**src/rtl/window_chk_pkg.sv**
```systemverilog
// Shared types for the multi-channel window event checker.
// Channel state, failure cause encoding and cause width.
package window_chk_pkg;

    localparam int CAUSE_W = 2;

    typedef enum logic {
        IDLE  = 1'b0,
        ARMED = 1'b1
    } ch_state_e;

    typedef enum logic [CAUSE_W-1:0] {
        NONE    = 2'd0,
        EARLY   = 2'd1,
        TIMEOUT = 2'd2,
        EOT     = 2'd3
    } fail_cause_e;

endpackage

```
**src/rtl/window_event_chan.sv**
```systemverilog
// One checker channel: arm/decide FSM, window counter and latched bounds.
// Decision pulses are registered; next-state pulses are exported for the top.
module window_event_chan
    import window_chk_pkg::*;
#(
    parameter int CNT_W = 8
) (
    input  logic               clk,
    input  logic               rst,
    input  logic               arm,
    input  logic               evt,
    input  logic               eot,
    input  logic               cfg_ok,
    input  logic [CNT_W-1:0]   cfg_min,
    input  logic [CNT_W-1:0]   cfg_max,
    output logic               busy,
    output logic               pass_p,
    output logic               fail_p,
    output logic [CAUSE_W-1:0] fail_cause,
    output logic               fail_d,
    output logic               ovl_d,
    output logic               cfg_rej
);

    ch_state_e   state_q, state_d;
    logic [CNT_W-1:0] cnt_q, cnt_d;
    logic [CNT_W-1:0] min_q, min_d;
    logic [CNT_W-1:0] max_q, max_d;
    logic        pass_d;
    fail_cause_e cause_q, cause_d;

    always_ff @(posedge clk) begin
        if (rst) begin
            state_q <= IDLE;
            cnt_q   <= '0;
            min_q   <= '0;
            max_q   <= '0;
            pass_p  <= 1'b0;
            fail_p  <= 1'b0;
            cause_q <= NONE;
        end else begin
            state_q <= state_d;
            cnt_q   <= cnt_d;
            min_q   <= min_d;
            max_q   <= max_d;
            pass_p  <= pass_d;
            fail_p  <= fail_d;
            cause_q <= cause_d;
        end
    end

    always_comb begin
        state_d = state_q;
        cnt_d   = cnt_q;
        min_d   = min_q;
        max_d   = max_q;
        pass_d  = 1'b0;
        fail_d  = 1'b0;
        cause_d = NONE;
        ovl_d   = 1'b0;
        cfg_rej = 1'b0;
        unique case (state_q)
            IDLE: begin
                if (arm && !eot) begin
                    if (cfg_ok) begin
                        state_d = ARMED;
                        cnt_d   = CNT_W'(1);
                        min_d   = cfg_min;
                        max_d   = cfg_max;
                    end else begin
                        cfg_rej = 1'b1;
                    end
                end
            end
            ARMED: begin
                ovl_d = arm;
                if (eot) begin
                    fail_d  = 1'b1;
                    cause_d = EOT;
                end else if (evt) begin
                    if (cnt_q < min_q) begin
                        fail_d  = 1'b1;
                        cause_d = EARLY;
                    end else begin
                        pass_d = 1'b1;
                    end
                end else if (max_q != '0 && cnt_q == max_q) begin
                    fail_d  = 1'b1;
                    cause_d = TIMEOUT;
                end else if (cnt_q != '1) begin
                    // unbounded windows park at all-ones instead of wrapping
                    cnt_d = cnt_q + CNT_W'(1);
                end
                if (fail_d || pass_d) state_d = IDLE;
            end
            default: state_d = IDLE;
        endcase
    end

    assign busy       = (state_q == ARMED);
    assign fail_cause = cause_q;

endmodule

```
**config.mk**
```make
export PLATFORM = sky130hd
export DESIGN_NAME = window_event_chan
export DESIGN_NICKNAME = d
export VERILOG_FILES = /design/src/rtl/window_chk_pkg.sv /design/src/rtl/window_event_chan.sv
export SDC_FILE = /design/constraint.sdc
export NUM_CORES = 1
export LEC_CHECK = 0
export CORE_MARGIN = 4
export CORE_UTILIZATION = 55
export CTS_CLUSTER_DIAMETER = 80
export DETAILED_ROUTE_END_ITERATION = 12
export PLACE_DENSITY_LB_ADDON = 0.08
export SLEW_MARGIN = 20
export SYNTH_ARGS = -nofsm -noshare
export SYNTH_HDL_FRONTEND = slang
export SYNTH_SLANG_ARGS = --single-unit
```
**constraint.sdc**
```tcl
create_clock -name clk -period 2.95 [get_ports clk]
set_clock_uncertainty 0.1 [all_clocks]
set_input_delay 0.59 -clock clk [delete_from_list [all_inputs] [get_ports clk]]
set_output_delay 0.59 -clock clk [all_outputs]
set_load 0.005 [all_outputs]
```
[Yosys cells after proc, flatten, opt, wreduce, memory -nomap -nowiden]
Index checks and enable logic that the tools add are counted.
Word-level totals
  input port bits: 22
  register bits: 29
  output and inout bits: 8
  word-level logic and storage cells: 55
Cells by class
  bitwise gates (word level): 1
  muxes and demuxes: 29
  eq/ne operators: 8
  add/subtract/negate cells: 1
  $lt $le $gt $ge: 1
  reduce and logical (&&, ||, !) cells: 8
Operator list (number)
  $mux W8: 6
  $mux W1: 18
  $pmux W8 S2: 1
  $ne A2 B2 Y1 const B: 5
  $add A8 B1 Y8 const B: 1
  $eq A8 B8 Y1: 1
  $lt A8 B8 Y1: 1
  $ne A8 B8 Y1 const B: 1
  $reduce_bool A8 Y1: 1
  $mux W2: 3
  $reduce_and A6 Y1: 1
  $reduce_and A3 Y1: 1
  $logic_and A1 B1 Y1: 2
  $ne A2 B1 Y1 const B: 1
  $pmux W1 S2: 1
  $reduce_or A2 Y1: 1
  $logic_not A1 Y1: 1
  $logic_or A1 B1 Y1: 1
  $not A1 Y1: 1

[Logic depth before layout (Yosys ltp)]
Gate-level depths: netlist (run 1).
  word-level depth: 9
  gate-level depth with buffers: 7

[Least setup slack after synthesis (run 1)]
Ideal clock, no wire load.
  path kind: reg2out
  start point: reg cnt_q[6]
  end point: out fail_d
  slack: 0.872 ns
  buffers on the path: 1
  arrival: 1.388 ns
  stages on the path, launching flop included: 7
  required time: 2.260 ns
  cell sequence: dfxtp_1 xor2_1 nor4_2 and3_1 buf_6 a21oi_1 a21boi_1
On the way
  longest elaborated chain between the ends: 7
  elaborated cells on any way between the ends: 9
  those cells by class: order compare: 1; eq/ne: 1; mux: 6; reduce/logical: 1
RTL lines
  start, declared: line window_event_chan.sv:26  | logic [CNT_W-1:0] cnt_q, cnt_d;
  start signal, assigned: line window_event_chan.sv:43  | cnt_q <= cnt_d;
  branches (longest 3 deep; another with $lt A8 B8 Y1)
  $mux W1 *: line window_event_chan.sv:80  | end else if (evt) begin
  $mux W1 *: line window_event_chan.sv:77  | if (eot) begin
  $mux W1 * (2 in a row): line window_event_chan.sv:62  | unique case (state_q)
  end, declared: line window_event_chan.sv:20  | output logic fail_d,
Every way passes the cells marked *. The select of a mux whose other input is x is not followed.

[Final worst setup path (run 1)]
  start point: reg cnt_q[2]
  end point: out fail_d
Same word-level chain as after synthesis.

==> results of run 1 <==
## flip-flops by register name, indices dropped and copies added, names as in the netlist
register and cells:
max_q 8, min_q 8, fail_cause 2, pass_p 1
cnt_q 8, busy 1, fail_p 1
## area by class of cell
cell class	count	area (sq um)
Multi-Input combinational cell	135	883
Clock inverter	2	10.0
Inverter	10	37.5
Fill cell	206	612
Clock buffer	6	41.3
Sequential cell	29	593
Timing Repair Buffer	37	353
Tap cell	30	37.5
## power by group through the flow
| stage | Sequential (mW) | Combinational, mW | Clock, mW |
|---|---|---|---|
| global placement | 0.417 | 0.110 | 0 |
| CTS | 0.408 | 0.113 | 0.230 |
| global route | 0.410 | 0.134 | 0.252 |
| finish | 0.408 | 0.123 | 0.226 |
| floorplan | 0.415 | 0.0674 | 0 |
| detailed placement | 0.418 | 0.113 | 0 |
## kinds of logic after synthesis
family	count (synthesis)
buf+inv	18
xor+xnor	8
flops	29
compound gates	46
fa+ha+maj	8
simple gates	73
## through the flow
stage          setup WS [ns]  cell area, sq um
2_1_floorplan          0.872              1530
3_3_place_gp           0.354              1840
3_5_place_dp           0.276              1840
4_1_cts            0.0000580              1900
5_1_grt                0.207              1960
6_report               0.318              1960
## worst paths after layout
| check | start | to | slack [ns] |
|---|---|---|---|
| max | cnt_q[2] | fail_d | 0.32 |
| min | min_q[3] | min_q[3] | 0.36 |
| max reg2reg | cnt_q[0] | cnt_q[4] | 1.09 |
| min reg2reg | min_q[3] | min_q[3] | 0.36 |
## layout by cell type, fill, tap and decap left out, types with 3 or more instances in the layout
cell type	count
nand2_1	36
clkdlybuf4s50_1	28
a21oi_1	21
dfxtp_1	21
inv_1	10
xor2_1	8
buf_4	8
ha_1	7
dfxtp_2	7
nor2_1	6
and3_1	6
o21ai_0	6
clkbuf_4	5
nand4_1	4
nor3b_1	4
nand3_1	4
o22a_1	4
nor4_2	3
## routing by layer
| metal | GRT usage (%) | part of all wire [%] |
|---|---|---|
| met1 | 24.9 | 43 |
| met3 | 5.96 | 6.4 |
| met2 | 36.0 | 47 |
| met4 | 10.2 | 3.6 |
| met5 | 0 | 0 |
## worst reg2reg max path, stage by stage (launching register included)
cell and delay (ns):
dfxtp_2 0.36, ha_1 0.22, and3_1 0.21, and3_4 0.20
a31oi_2 0.36, a211oi_4 0.13, o22a_1 0.18
## repair_timing
action / CTS / global route
pin swaps: 0 / 4
endpoints found under the setup margin: 1 / 1
resized for setup: 3 / 11
setup buffers: 0 / 3
==> impl_metrics.yaml, run 1 <==
place:
  dp_hpwl_um: 2630
  numPortBuffers: 29
  gp_congestion: 0.859
  dp.cells: 238
yosys:
  ys_ff_latch: 29
  synthAdderAreaFrac_pct: 6.56
  synth_top_family_by_area: "simple AND/OR/NAND/NOR gates"
  synth.most_common_cell: "nand2_1"
  syn-num-nets: 212
  synth_top_area_share_pct: 38.0
  synth_compound_area_share_pct: 19.9
  avgSynthCellArea_sq_um: 8.39
  synthTopCellsByArea: "dfxtp_1 (38%), nand2_1 (8.9%), a21oi_1 (7.5%)"
  synth_cells: 182
  synth-xor-area-share_pct: 4.59
  synthesis.area_sq_um: 1530
  ys.flop_type: "dfxtp_1"
  async_flop_share_pct: 0
  synthTopCellsByCount: "nand2_1 (36), dfxtp_1 (29), a21oi_1 (23), inv_1 (10)"
  synth_seq_area_share_pct: 38.0
  synthMuxAreaShare_pct: 0
  synth_top_cell_by_area: "dfxtp_1"
  synth_simple_gate_area_share_pct: 25.1
  synth_edf_count: 0
  ys_types: 38
  yosysWarnings: 0
setup_path:
  crit_path_start_kind: "register"
  rr_worst_depth: 6
  end_kind: "output pin"
  worstPathArrival_ns: 1.94
  cp_max_fo: 6
  slowest_stage: "dfxtp_1"
  required_ns: 2.26
  max_stage_delay_ns: 0.34
  crit_buf_inv: 2
  path_cells: "buf_4 -> ha_1 -> nand2_1 -> o21a_1 -> o211ai_1 -> a21boi_1 -> dlymetal6s2s_1"
  critPathKind: "register to output pin"
  cp_num_cells: 7
  path_delay_family: "compound AO/OA/AOI/OAI gates"
clock_tree:
  cts_tree: "yes"
  clk_pin_slew_ns: 0.08
  clock_sinks: 29
  insertion_delay_ns: 0.33
  cts-buffers-inserted: 5
  clock-root-buffer: "clkbuf_4"
  cts_hold_buf: 0
  cts_htree_levels: 2
  clk_path_buf_depth: 2
timing:
  finalMaxSlewViolations: 0
  finalCritPeriodShare_pct: 89.2
  rsz0062_at_grt: "false"
  tns_ns: 0
  worst_hold_slack_ns: 0.359
  setup_viol: 0
  hold_viol_final: 0
  max_slew_margin_pct: 75.3
  finalCriticalPeriod_ns: 2.63
  worst_slew_pin_slew_ns: 0.370
  fmax_mhz: 380
pwr:
  report.power.total_mw: 0.757
  irDropWorstVdd_mv: 0.334
  leakagePower_nw: 0.810
  seq_power_share_pct: 53.9
  switching_share_pct: 26.8
  combPwrFrac_pct: 16.3
  pwr_density_cell_nw_per_um2: 387
  internal_power_mw: 0.554
  clkPwrFrac_pct: 29.8
  switchingPower_mw: 0.203
status:
  outcome: "completed"
grt:
  grt_usage_pct: 21.3
  grt_overflow: 0
  antenna_found_initial: 0
  grt_pass1_vias: 1321
  grt_max_degree: 22
  grt_pass1_wl_um: 5820
detailed_routing:
  via_per_inst: 5.79
  drc: 0
  wl_per_cell_um: 14.1
  final_antenna_net_count: 0
  via_count: 1441
  drtIter0Drc: 71
  wl_um: 3510
  drt_first_pass_iters: 4
die:
  io_pins: 30
  fp.dieW_um: 60.7
  die-area_sq_um: 3680
  die_y_um: 60.7
  core-area_sq_um: 2570
  start_util_pct: 59.5
  rows: 18
cells_and_area:
  syn_to_final_growth_pct: 28.1
  nets: 248
  n_antenna_cell: 0
  layout-drive-gt1-share_pct: 16.4
  layoutNonFillerInstCount: 249
  fin_util_pct: 76.2
job:
  maxCapViolCount: 0
hold_path:
  hold_path.class: "register to register"
  min_path_cells: 2
Note: power is estimated with default switching activity, not from simulation.
==> run 2, diff against run 1 <==
CTS_CLUSTER_SIZE = 24   (was not set)
==> results of run 2 <==
Same layout as run 1: the final DEF is identical, and so are final timing and power.
